===== src/rtl/mem_ctrl.sv =====
// mem_ctrl: single-port controller between the byte-wide unified RAM and its
// two requesters (instruction fetcher and load/store buffer).
//
// Splits 1/2/4-byte little-endian accesses into byte transfers, arbitrates
// store > load > fetch, and returns the assembled word with a one-cycle
// success pulse. A mispredict flush drops fetch/load work; stores always finish.
//
// Ports:
//   clk, rst            clock (rising edge), asynchronous active-high reset
//   rdy                 global enable; low freezes state and outputs
//   jump_wrong          mispredict flush
//   lsb_read_signal     load request (level), lsb_write_signal store request (level)
//   requiring_length    access size in bytes (1, 2, 4)
//   to_mem_addr/data    LSB byte address / store data
//   mem_load_success    load data valid pulse, from_mem_data zero-extended result
//   mem_store_success   store finished pulse
//   if_read_signal      fetch request (level), if_addr fetch address
//   if_success/if_instr fetch done pulse / fetched word
//   mem_din/mem_dout    RAM read data (1-cycle latency) / RAM write data
//   mem_a, mem_wr       RAM address, 1 = write
//   io_buffer_full      IO write back-pressure
//
// state   | meaning
// --------+---------------------------------------------------------------
// S_IDLE  | waiting; grants highest-priority request
// S_READ  | issuing byte addresses and capturing returned bytes
// S_WRITE | writing one byte per cycle, stalls on full IO buffer
// S_COOL  | one idle cycle so the requester can drop its request

module mem_ctrl #(
    parameter logic [1:0]  IO_ADDR_HI  = 2'b11,
    parameter int unsigned FETCH_BYTES = 4
) (
    input  logic        clk,
    input  logic        rst,
    input  logic        rdy,
    input  logic        jump_wrong,
    input  logic        lsb_read_signal,
    input  logic        lsb_write_signal,
    input  logic [2:0]  requiring_length,
    input  logic [31:0] to_mem_addr,
    input  logic [31:0] to_mem_data,
    output logic        mem_load_success,
    output logic        mem_store_success,
    output logic [31:0] from_mem_data,
    input  logic        if_read_signal,
    input  logic [31:0] if_addr,
    output logic        if_success,
    output logic [31:0] if_instr,
    input  logic [7:0]  mem_din,
    output logic [7:0]  mem_dout,
    output logic [31:0] mem_a,
    output logic        mem_wr,
    input  logic        io_buffer_full
);

    typedef enum logic [1:0] {S_IDLE, S_READ, S_WRITE, S_COOL} state_t;

    localparam logic [2:0] FETCH_LEN = 3'(FETCH_BYTES);

    state_t      r_state;
    logic        r_is_fetch;
    logic [31:0] r_addr;
    logic [31:0] r_data;
    logic [31:0] r_buf;
    logic [2:0]  r_len;
    logic [2:0]  r_k;      // next byte index to issue
    logic [2:0]  r_cap;    // next byte lane to capture
    logic        r_v1;     // address issued on the previous active edge
    logic        r_v2;     // mem_din now holds data for lane r_cap
    logic        r_stall;  // previous edge had rdy low
    logic [31:0] r_mem_a;
    logic [7:0]  r_mem_dout;
    logic        r_mem_wr;
    logic        r_if_success;
    logic        r_load_success;
    logic        r_store_success;
    logic [31:0] r_from_mem_data;
    logic [31:0] r_if_instr;

    logic [31:0] w_word;
    logic [7:0]  w_wbyte;
    logic        w_io_stall;

    // Word with the byte arriving this cycle merged into lane r_cap.
    always_comb begin
        w_word = r_buf;
        case (r_cap[1:0])
            2'd0:    w_word[7:0]   = mem_din;
            2'd1:    w_word[15:8]  = mem_din;
            2'd2:    w_word[23:16] = mem_din;
            default: w_word[31:24] = mem_din;
        endcase
    end

    always_comb begin
        case (r_k[1:0])
            2'd0:    w_wbyte = r_data[7:0];
            2'd1:    w_wbyte = r_data[15:8];
            2'd2:    w_wbyte = r_data[23:16];
            default: w_wbyte = r_data[31:24];
        endcase
    end

    assign w_io_stall = io_buffer_full && (r_addr[17:16] == IO_ADDR_HI);

    always_ff @(posedge clk or posedge rst) begin
        if (rst) begin
            r_state         <= S_IDLE;
            r_is_fetch      <= 1'b0;
            r_addr          <= '0;
            r_data          <= '0;
            r_buf           <= '0;
            r_len           <= '0;
            r_k             <= '0;
            r_cap           <= '0;
            r_v1            <= 1'b0;
            r_v2            <= 1'b0;
            r_stall         <= 1'b0;
            r_mem_a         <= '0;
            r_mem_dout      <= '0;
            r_mem_wr        <= 1'b0;
            r_if_success    <= 1'b0;
            r_load_success  <= 1'b0;
            r_store_success <= 1'b0;
            r_from_mem_data <= '0;
            r_if_instr      <= '0;
        end else begin
            // Only bookkeeping that runs while frozen: lets READ know the RAM
            // pipeline went stale and must be re-primed.
            r_stall <= !rdy;
            if (rdy) begin
                r_if_success    <= 1'b0;
                r_load_success  <= 1'b0;
                r_store_success <= 1'b0;
                case (r_state)
                    S_IDLE: begin
                        r_mem_wr <= 1'b0;
                        if (!jump_wrong) begin
                            if (lsb_write_signal) begin
                                r_is_fetch <= 1'b0;
                                r_addr     <= to_mem_addr;
                                r_data     <= to_mem_data;
                                r_len      <= requiring_length;
                                r_state    <= S_WRITE;
                                if (io_buffer_full && (to_mem_addr[17:16] == IO_ADDR_HI)) begin
                                    r_k <= 3'd0;
                                end else begin
                                    r_mem_wr   <= 1'b1;
                                    r_mem_a    <= to_mem_addr;
                                    r_mem_dout <= to_mem_data[7:0];
                                    r_k        <= 3'd1;
                                end
                            end else if (lsb_read_signal || if_read_signal) begin
                                r_is_fetch <= !lsb_read_signal;
                                r_addr     <= lsb_read_signal ? to_mem_addr : if_addr;
                                r_len      <= lsb_read_signal ? requiring_length : FETCH_LEN;
                                r_mem_a    <= lsb_read_signal ? to_mem_addr : if_addr;
                                r_state    <= S_READ;
                                r_k        <= 3'd1;
                                r_cap      <= 3'd0;
                                r_buf      <= '0;
                                r_v1       <= 1'b1;
                                r_v2       <= 1'b0;
                            end
                        end
                    end
                    S_READ: begin
                        if (jump_wrong) begin
                            r_state <= S_IDLE;
                            r_v1    <= 1'b0;
                            r_v2    <= 1'b0;
                        end else if (r_stall) begin
                            // mem_din no longer matches the pipeline: restart
                            // from the oldest lane not yet captured.
                            r_mem_a <= r_addr + {29'd0, r_cap};
                            r_k     <= r_cap + 3'd1;
                            r_v1    <= 1'b1;
                            r_v2    <= 1'b0;
                        end else begin
                            r_v2 <= r_v1;
                            if (r_k < r_len) begin
                                r_mem_a <= r_addr + {29'd0, r_k};
                                r_k     <= r_k + 3'd1;
                                r_v1    <= 1'b1;
                            end else begin
                                r_v1 <= 1'b0;
                            end
                            if (r_v2) begin
                                r_buf <= w_word;
                                r_cap <= r_cap + 3'd1;
                                if (r_cap == r_len - 3'd1) begin
                                    if (r_is_fetch) begin
                                        r_if_instr   <= w_word;
                                        r_if_success <= 1'b1;
                                    end else begin
                                        r_from_mem_data <= w_word;
                                        r_load_success  <= 1'b1;
                                    end
                                    r_state <= S_COOL;
                                    r_v1    <= 1'b0;
                                    r_v2    <= 1'b0;
                                end
                            end
                        end
                    end
                    S_WRITE: begin
                        // r_k reaches r_len only on the edge that issued the
                        // last byte, so this edge commits it.
                        if (r_k == r_len) begin
                            r_mem_wr        <= 1'b0;
                            r_store_success <= 1'b1;
                            r_state         <= S_COOL;
                        end else if (w_io_stall) begin
                            r_mem_wr <= 1'b0;
                        end else begin
                            r_mem_wr   <= 1'b1;
                            r_mem_a    <= r_addr + {29'd0, r_k};
                            r_mem_dout <= w_wbyte;
                            r_k        <= r_k + 3'd1;
                        end
                    end
                    S_COOL: begin
                        r_mem_wr <= 1'b0;
                        r_state  <= S_IDLE;
                    end
                    default: begin
                        r_mem_wr <= 1'b0;
                        r_state  <= S_IDLE;
                    end
                endcase
            end
        end
    end

    assign mem_a             = r_mem_a;
    assign mem_dout          = r_mem_dout;
    assign mem_wr            = r_mem_wr;
    assign if_success        = r_if_success;
    assign if_instr          = r_if_instr;
    assign mem_load_success  = r_load_success;
    assign mem_store_success = r_store_success;
    assign from_mem_data     = r_from_mem_data;

endmodule


===== config.mk =====
export PLATFORM = sky130hd
export DESIGN_NAME = mem_ctrl
export DESIGN_NICKNAME = d
export VERILOG_FILES = /design/src/rtl/mem_ctrl.sv
export SDC_FILE = /design/constraint.sdc
export NUM_CORES = 1
export LEC_CHECK = 0
export ABC_AREA = 1
export ABC_CLOCK_PERIOD_IN_PS = 7640
export BUFFER_PORTS_ARGS = -buffer_cell sky130_fd_sc_hd__buf_2
export CORE_ASPECT_RATIO = 0.7
export CORE_MARGIN = 2
export CORE_UTILIZATION = 50
export CTS_BUF_LIST = sky130_fd_sc_hd__clkbuf_4 sky130_fd_sc_hd__clkbuf_8
export CTS_CLUSTER_DIAMETER = 120
export DETAILED_ROUTE_END_ITERATION = 10
export GPL_TIMING_DRIVEN = 1
export PLACE_DENSITY = 0.73
export SLEW_MARGIN = 0
export SYNTH_ARGS = -nofsm -noshare
export SYNTH_HDL_FRONTEND = slang
export SYNTH_SLANG_ARGS = --single-unit
export TNS_END_PERCENT = 1

===== constraint.sdc =====
create_clock -name clk -period 7.64 [get_ports clk]
set_input_delay 0 -clock clk [delete_from_list [all_inputs] [get_ports clk]]
set_output_delay 0 -clock clk [all_outputs]
set_load 0.005 [all_outputs]

==> out/summary.txt, run 1 <==
Number of placement rows: 47
Non-filler instance count after layout: 2233
Critical register-to-register path startpoint: r_state[0]
Post-layout minimum cycle time: 4.12 ns
Primary flip-flop cell chosen by synthesis mapping: sky130_fd_sc_hd__dfrtp_1
GR Util All Layers: 29.8%
Sequential fraction of the synthesis area: 45.7%
RSZ-0062 raised after global routing: false
First-pass detailed-route iteration total: 5
Most frequent cells in the layout: sky130_fd_sc_hd__nand2_1, sky130_fd_sc_hd__buf_2, sky130_fd_sc_hd__dfrtp_1
Remaining design rule violation count: 0
Global-route wire length before repair: 59700 µm
Area grow syn2layout: 27.1%
Total number of nets in the final design: 2029
DRC violation total after the first TritonRoute iteration: 1033
Yosys warning total: 0
Commonest non-fill, non-tap cell in the layout: sky130_fd_sc_hd__nand2_1
Setup crit end kind: flip-flop
Die height: 134 µm
Post-synth design cell area: 12000 µm²
Slew of the pin with the lowest slew margin: 1.27 ns
H-tree levels: 2
Routability congestion estimate: 0.988
Total wire length: 38100 µm
Count of vias placed by the detailed router: 12100
Post-synthesis area per instance: 7.59 µm²
Total setup violations reported at the end of the flow: 0
Wire length per cell: 17.0 µm
Initial antenna violation count: 0
Instance count after placement with tap cells included: 2061
Path category of the worst min-delay check: input pin to flip-flop
Number of failing hold endpoints at the final stage: 0
Fin. max-slew vios: 0
Cts-stage hold buffer count: 107
Critical path's slowest cell: sky130_fd_sc_hd__clkinv_1
Drt via density: 5.41
Depth of the worst register-to-register path: 7
Biggest cell delay along the critical path: 1.33 ns
Max FO, Critical Path: 46
Proportion of synthesized flip-flops having asynchronous set or reset: 100%
Startpoint kind of the worst setup timing path: flip-flop
DP Wirelength: 25900 µm
Capture point of the critical path: r_addr[0]
R2r setup slk: 3.52 ns
Crit path cell chain: inv_1 -> ha_1 -> nand3_1 -> clkinv_1 -> nor2_1 -> a31oi_1 -> dlygate4sd3_1
Post-synthesis cell type count: 46
Critical path arrival: 4.54 ns
Final setup skew: 0.0168 ns
I/O pins: 223
Residual antenna-violating net count after detailed routing: 0
Maximum number of pins on one net before global-route repair: 142
Max-cap viol count: 0
Layout cells sized above 1: 18.8%
Max IR drop VDD: 0.000235 V
Vias in the first global route: 10900
Synthesized Nets: 1723
Gates resized, CTS repair: 0
PD cells: 341 nW/µm²
Flip-flop and latch count after synthesis: 219
Root Buffer Master: sky130_fd_sc_hd__clkbuf_8
# diodes: 0
Synthesized netlist cell count: 1582
Class of the most critical setup path: flip-flop to flip-flop
Run status: complete, no violations
Cell family with most CP delay: buffers and inverters
Clock tree from TritonCTS: yes
Count of flip-flops with a built-in enable after synthesis: 0
Leakage power: 7.62 nW
Clock buffer count from CTS: 36
Starting utilization of the core area: 50.9%
CP required: 8.06 ns
Clock Latency Late Sink: 0.55 ns
Critical path buffer and inverter count: 3
Clock net sink count: 219
Area of the die: 25300 µm²
Post-CTS setup-driven buffer insertion count: 0
Achievable Freq: 0.243 GHz
Final clock period utilization by the worst path: 54.0%
Count of input and output buffers: 222
Bufs on Longest Clock Path: 3
Worst slew slack as a fraction of its limit: 14.5%
Clock transition at the registers of the reported paths: 0.06 ns
Depth of the critical timing path with buffers and inverters included: 7
Total core area: 23600 µm²
Chip width: 189 µm
Final TNS setup: 0 ns
Reg2Reg Capture Point: r_addr[0]
Remaining global-route overflow: 0
Timing startpoint of the critical path: r_state[0]
[worst min-delay path, cell delays in order]
cell and delay, ns:
sky130_fd_sc_hd__buf_2 0.08, sky130_fd_sc_hd__inv_1 0.08, sky130_fd_sc_hd__nand2_1 0.07, sky130_fd_sc_hd__o21ai_0 0.13, sky130_fd_sc_hd__o21ai_0 0.18
[area by class of cell]
class	instances	area (µm²)
clock inverters	10	179
inverters	111	424
well taps	318	398
flip-flops and latches	219	5480
fillers	2075	8330
repair buffers	337	2240
multi-input cells	1183	5800
clock buffers	55	726
[metal layers]
| metal | track usage, % | vias up | part of all wire [%] |
|---|---|---|---|
| li1 | - | 5760 | - |
| met1 | 47.2 | 5744 | 47 |
| met2 | 41.5 | 539 | 41 |
| met3 | 7.24 | 46 | 11 |
| met4 | 4.90 | 0 | 1.1 |
| met5 | 0 | - | 0 |
[kinds of logic after synthesis]
logic type / synth area share [%]
xor+xnor: 0.730
buf+inv: 6.06
compound gates: 12.1
flops: 45.7
fa+ha+maj: 2.84
mux: 4.01
simple gates: 28.6
[worst min path at each step]
stage                              startpoint          endpoint  slack (ns)  cells past startpoint
after floorplan                           rdy           r_stall        0.09                      1
after global placement    requiring_length[1]          r_len[1]        0.23                      3
after detailed placement  requiring_length[0]          r_len[0]        0.24                      3
after CTS                          mem_din[2]  from_mem_data[2]       0.008                      5
after global routing               mem_din[2]  from_mem_data[2]        0.05                      5
final                              mem_din[0]  from_mem_data[8]        0.03                      5
[state kept, by name (all words and copies together), names as in the netlist, 2 cells and up]
register / flops
r_buf: 32
mem_a: 32
if_instr: 32
r_cap: 3
from_mem_data: 32
r_data: 32
r_addr: 32
r_len: 3
r_k: 3
r_state: 2
mem_dout: 8
[synth_stat cells (2+ instances only)]
cell type,instances,area (µm²)
sky130_fd_sc_hd__a211oi_1,2,15.0
sky130_fd_sc_hd__a21oi_1,24,120
sky130_fd_sc_hd__a21oi_2,3,26.3
sky130_fd_sc_hd__a31oi_1,19,119
sky130_fd_sc_hd__buf_1,9,33.8
sky130_fd_sc_hd__buf_2,20,100
sky130_fd_sc_hd__buf_4,3,22.5
sky130_fd_sc_hd__buf_6,2,22.5
sky130_fd_sc_hd__clkbuf_1,35,131
sky130_fd_sc_hd__clkinv_1,2,7.51
sky130_fd_sc_hd__dfrtp_1,219,5480
sky130_fd_sc_hd__fa_1,2,40.0
sky130_fd_sc_hd__ha_1,24,300
sky130_fd_sc_hd__inv_1,107,402
sky130_fd_sc_hd__inv_2,2,7.51
sky130_fd_sc_hd__mux2_2,33,372
sky130_fd_sc_hd__mux2i_1,11,110
sky130_fd_sc_hd__nand2_1,569,2140
sky130_fd_sc_hd__nand3_1,117,586
sky130_fd_sc_hd__nand3_4,2,35.0
sky130_fd_sc_hd__nand4_1,4,25.0
sky130_fd_sc_hd__nor2_1,111,417
sky130_fd_sc_hd__nor2_2,8,50.1
sky130_fd_sc_hd__nor2_4,4,45.0
sky130_fd_sc_hd__nor3_1,8,40.0
sky130_fd_sc_hd__o211ai_1,4,30.0
sky130_fd_sc_hd__o21ai_0,201,1010
sky130_fd_sc_hd__o21ai_1,5,25.0
sky130_fd_sc_hd__o221ai_1,4,35.0
sky130_fd_sc_hd__or2_2,4,25.0
sky130_fd_sc_hd__xnor2_1,2,17.5
sky130_fd_sc_hd__xor2_1,8,70.1
[per-stage QoR]
step                      hold WS [ns]  worst slack (ns)  cell area, µm²  power (W)  utilization [%]
after floorplan                 0.0915              1.65           12000    0.00317                -
after global placement           0.229              4.25           13300    0.00377             56.3
after detailed placement         0.235              4.08           13300    0.00382             56.3
after CTS                      0.00850              3.60           15200    0.00516             64.7
after global routing            0.0516              3.25           15200    0.00556             64.7
final                           0.0341              3.52           15200    0.00520             64.7
[power breakdown]
group / internal (W) / total, W / switching, W / leakage [nW]
combinational: 0.000748 / 0.00208 / 0.00133 / 4.30
clock: 0.000751 / 0.00127 / 0.000524 / 0.465
sequential: 0.00152 / 0.00184 / 0.000325 / 2.85
total: 0.00302 / 0.00520 / 0.00218 / 7.62
(Power assumes the default switching activity.)
==> run 2, diff against run 1 <==
ABC_CLOCK_PERIOD_IN_PS = 3700   (was 7640)
PLACE_DENSITY = 0.76   (was 0.73)
clock period = 3.7 ns   (was 7.64 ns; I/O delays follow)
==> out/summary.txt, run 2 (same netlist as run 1, synthesis figures left out) <==
Max-cap viol count: 0 (unchanged)
Final TNS setup: 0 ns (unchanged)
Depth of the worst register-to-register path: 9 (+2)
Vias in the first global route: 11500 (+5.0%)
Path category of the worst min-delay check: input pin to flip-flop
Achievable Freq: 0.336 GHz (+38%)
Max IR drop VDD: 0.000372 V (+58%)
Fin. max-slew vios: 0 (unchanged)
CP required: 4.10 ns (-3.96 ns)
Leakage power: 7.59 nW (-0.35%)
Max FO, Critical Path: 42 (-8.7%)
Gates resized, CTS repair: 0 (unchanged)
Number of placement rows: 47 (unchanged)
Setup crit end kind: flip-flop
Maximum number of pins on one net before global-route repair: 128 (-9.9%)
Worst hold path startpoint: if_addr[29]
Wire length per cell: 17.2 µm (+0.74%)
PD cells: 685 nW/µm² (+100%)
Worst Setup Slack, final: 0.720 ns (-2.80 ns)
Utilization after layout: 64.3% (-0.34 points)
Final setup skew: 0.0305 ns (+0.0137 ns)
RSZ-0062 raised after global routing: false
Worst slack at placement: 1.03 ns (-3.04 ns)
Clock transition at the registers of the reported paths: 0.06 ns (about the same)
Startpoint kind of the worst setup timing path: flip-flop
Dpl cell area: 13400 µm² (+0.84%)
Clock buffer count from CTS: 36 (unchanged)
Clock Latency Late Sink: 0.54 ns (about the same)
# diodes: 0 (unchanged)
DP Wirelength: 26100 µm (+0.74%)
Clock tree from TritonCTS: yes
Remaining design rule violation count: 0 (unchanged)
Chip width: 189 µm (unchanged)
Root Buffer Master: sky130_fd_sc_hd__clkbuf_8
Layout cells sized above 1: 19.1% (+0.25 points)
Drt via density: 5.45 (+0.66%)
Count of vias placed by the detailed router: 12200 (+0.93%)
Post-CTS setup-driven buffer insertion count: 0 (unchanged)
Crit path cell chain: inv_1 -> ha_1 -> nand3_1 -> buf_4 -> clkinv_1 -> buf_4 -> nor2_1 -> a31oi_1 -> dlygate4sd3_1
Area of the die: 25300 µm² (unchanged)
Number of failing hold endpoints at the final stage: 0 (unchanged)
Total setup violations reported at the end of the flow: 0 (unchanged)
Critical path's slowest cell: sky130_fd_sc_hd__dlygate4sd3_1
Area grow syn2layout: 26.4%
Count of input and output buffers: 222 (unchanged)
Bufs on Longest Clock Path: 3 (unchanged)
Hold Path Stages: 7 (+2)
Total core area: 23600 µm² (unchanged)
I/O pins: 223 (unchanged)
Cell type with the highest occurrence count on the critical path: sky130_fd_sc_hd__buf_4
Clock net sink count: 219 (unchanged)
Sink of the worst hold path: mem_a[29]
Remaining global-route overflow: 0 (unchanged)
Starting utilization of the core area: 50.9% (unchanged)
First-pass detailed-route iteration total: 6 (+1)
Routability congestion estimate: 1.05 (+6.2%)
Critical path arrival: 3.38 ns (-1.16 ns)
GR Util All Layers: 30.4% (+0.61 points)
Biggest cell delay along the critical path: 0.62 ns (-0.71 ns)
H-tree levels: 2 (unchanged)
Final Instance Area: 15200 µm² (-0.53%)
DRC violation total after the first TritonRoute iteration: 1351 (+31%)
Slew of the pin with the lowest slew margin: 0.810 ns (-0.464 ns)
Residual antenna-violating net count after detailed routing: 0 (unchanged)
Total wire length: 38400 µm (+1.0%)
Run status: complete, no violations
Class of the most critical setup path: flip-flop to flip-flop
Initial antenna violation count: 0 (unchanged)
R2r setup slk: 0.72 ns (-2.80 ns)
Total number of nets in the final design: 2041 (+0.59%)
Global-route wire length before repair: 60900 µm (+2.0%)
Commonest non-fill, non-tap cell in the layout: sky130_fd_sc_hd__nand2_1
Post-layout minimum cycle time: 2.98 ns (-1.14 ns)
Final clock period utilization by the worst path: 80.6% (+27 points)
Most frequent cells in the layout: sky130_fd_sc_hd__nand2_1, sky130_fd_sc_hd__buf_2, sky130_fd_sc_hd__dfrtp_1
Critical register-to-register path startpoint: r_state[0]
Die height: 134 µm (unchanged)
Reg2Reg Capture Point: r_addr[0]
Worst slew slack as a fraction of its limit: 46.0% (+31 points)
==> run 2: metrics by stage <==
step           power (W)  hold WS, ns  cells
2_1_floorplan    0.00655       0.0915   1582
3_3_place_gp     0.00786        0.166   2073
3_5_place_dp     0.00798        0.182   2073
4_1_cts           0.0103      0.00285   2239
5_1_grt           0.0111       0.0505   2239
6_report          0.0104       0.0224   2239
==> run 2: worst max path at each step <==
stage	to	depth (start not counted)	startpoint	slack [ns]
after floorplan	from_mem_data[0]	1	rst	0.85
after global placement	mem_a[13]	10	r_state[1]	1.11
after detailed placement	mem_a[26]	15	r_k[0]	1.03
after CTS	r_addr[0]	9	r_state[0]	0.82
after global routing	r_addr[0]	9	r_state[0]	0.58
final	r_addr[0]	9	r_state[0]	0.72
==> run 2: worst max-delay path: cells and delay by family, from the launching register on <==
kind | cells | cell delay [ns]
flip-flops | 1 | 0.46
adder cells (fa/ha/maj) | 1 | 0.31
AO/OA/AOI/OAI | 1 | 0.11
buffers and inverters | 5 | 1.56
AND/OR/NAND/NOR | 2 | 0.42
==> run 2: routing by layer <==
metal,wire [µm],global-route usage [%],vias up
met3,4570,8.72,77
met4,781,8.12,0
met1,17200,45.4,5691
met2,15900,43.2,651
met5,0,0,-
li1,-,-,5782
==> run 2: cell type report <==
type | instances | area, µm²
Clock buffer | 52 | 647
Clock inverter | 7 | 66.3
Fill cell | 2018 | 8410
Inverter | 111 | 420
Multi-Input combinational cell | 1183 | 5800
Sequential cell | 219 | 5480
Tap cell | 318 | 398
Timing Repair Buffer | 349 | 2360
==> run 2: report_power, final <==
| part | switching, W | internal, W | total [W] |
|---|---|---|---|
| Clock | 0.000981 | 0.00119 | 0.00217 |
| Sequential | 0.000645 | 0.00313 | 0.00378 |
| Combinational | 0.00285 | 0.00159 | 0.00444 |
==> run 2: what timing repair did <==
item                                   CTS  global route
endpoints found under the hold margin  140             0
setup endpoints to repair                0             0
hold buffers                           107             0
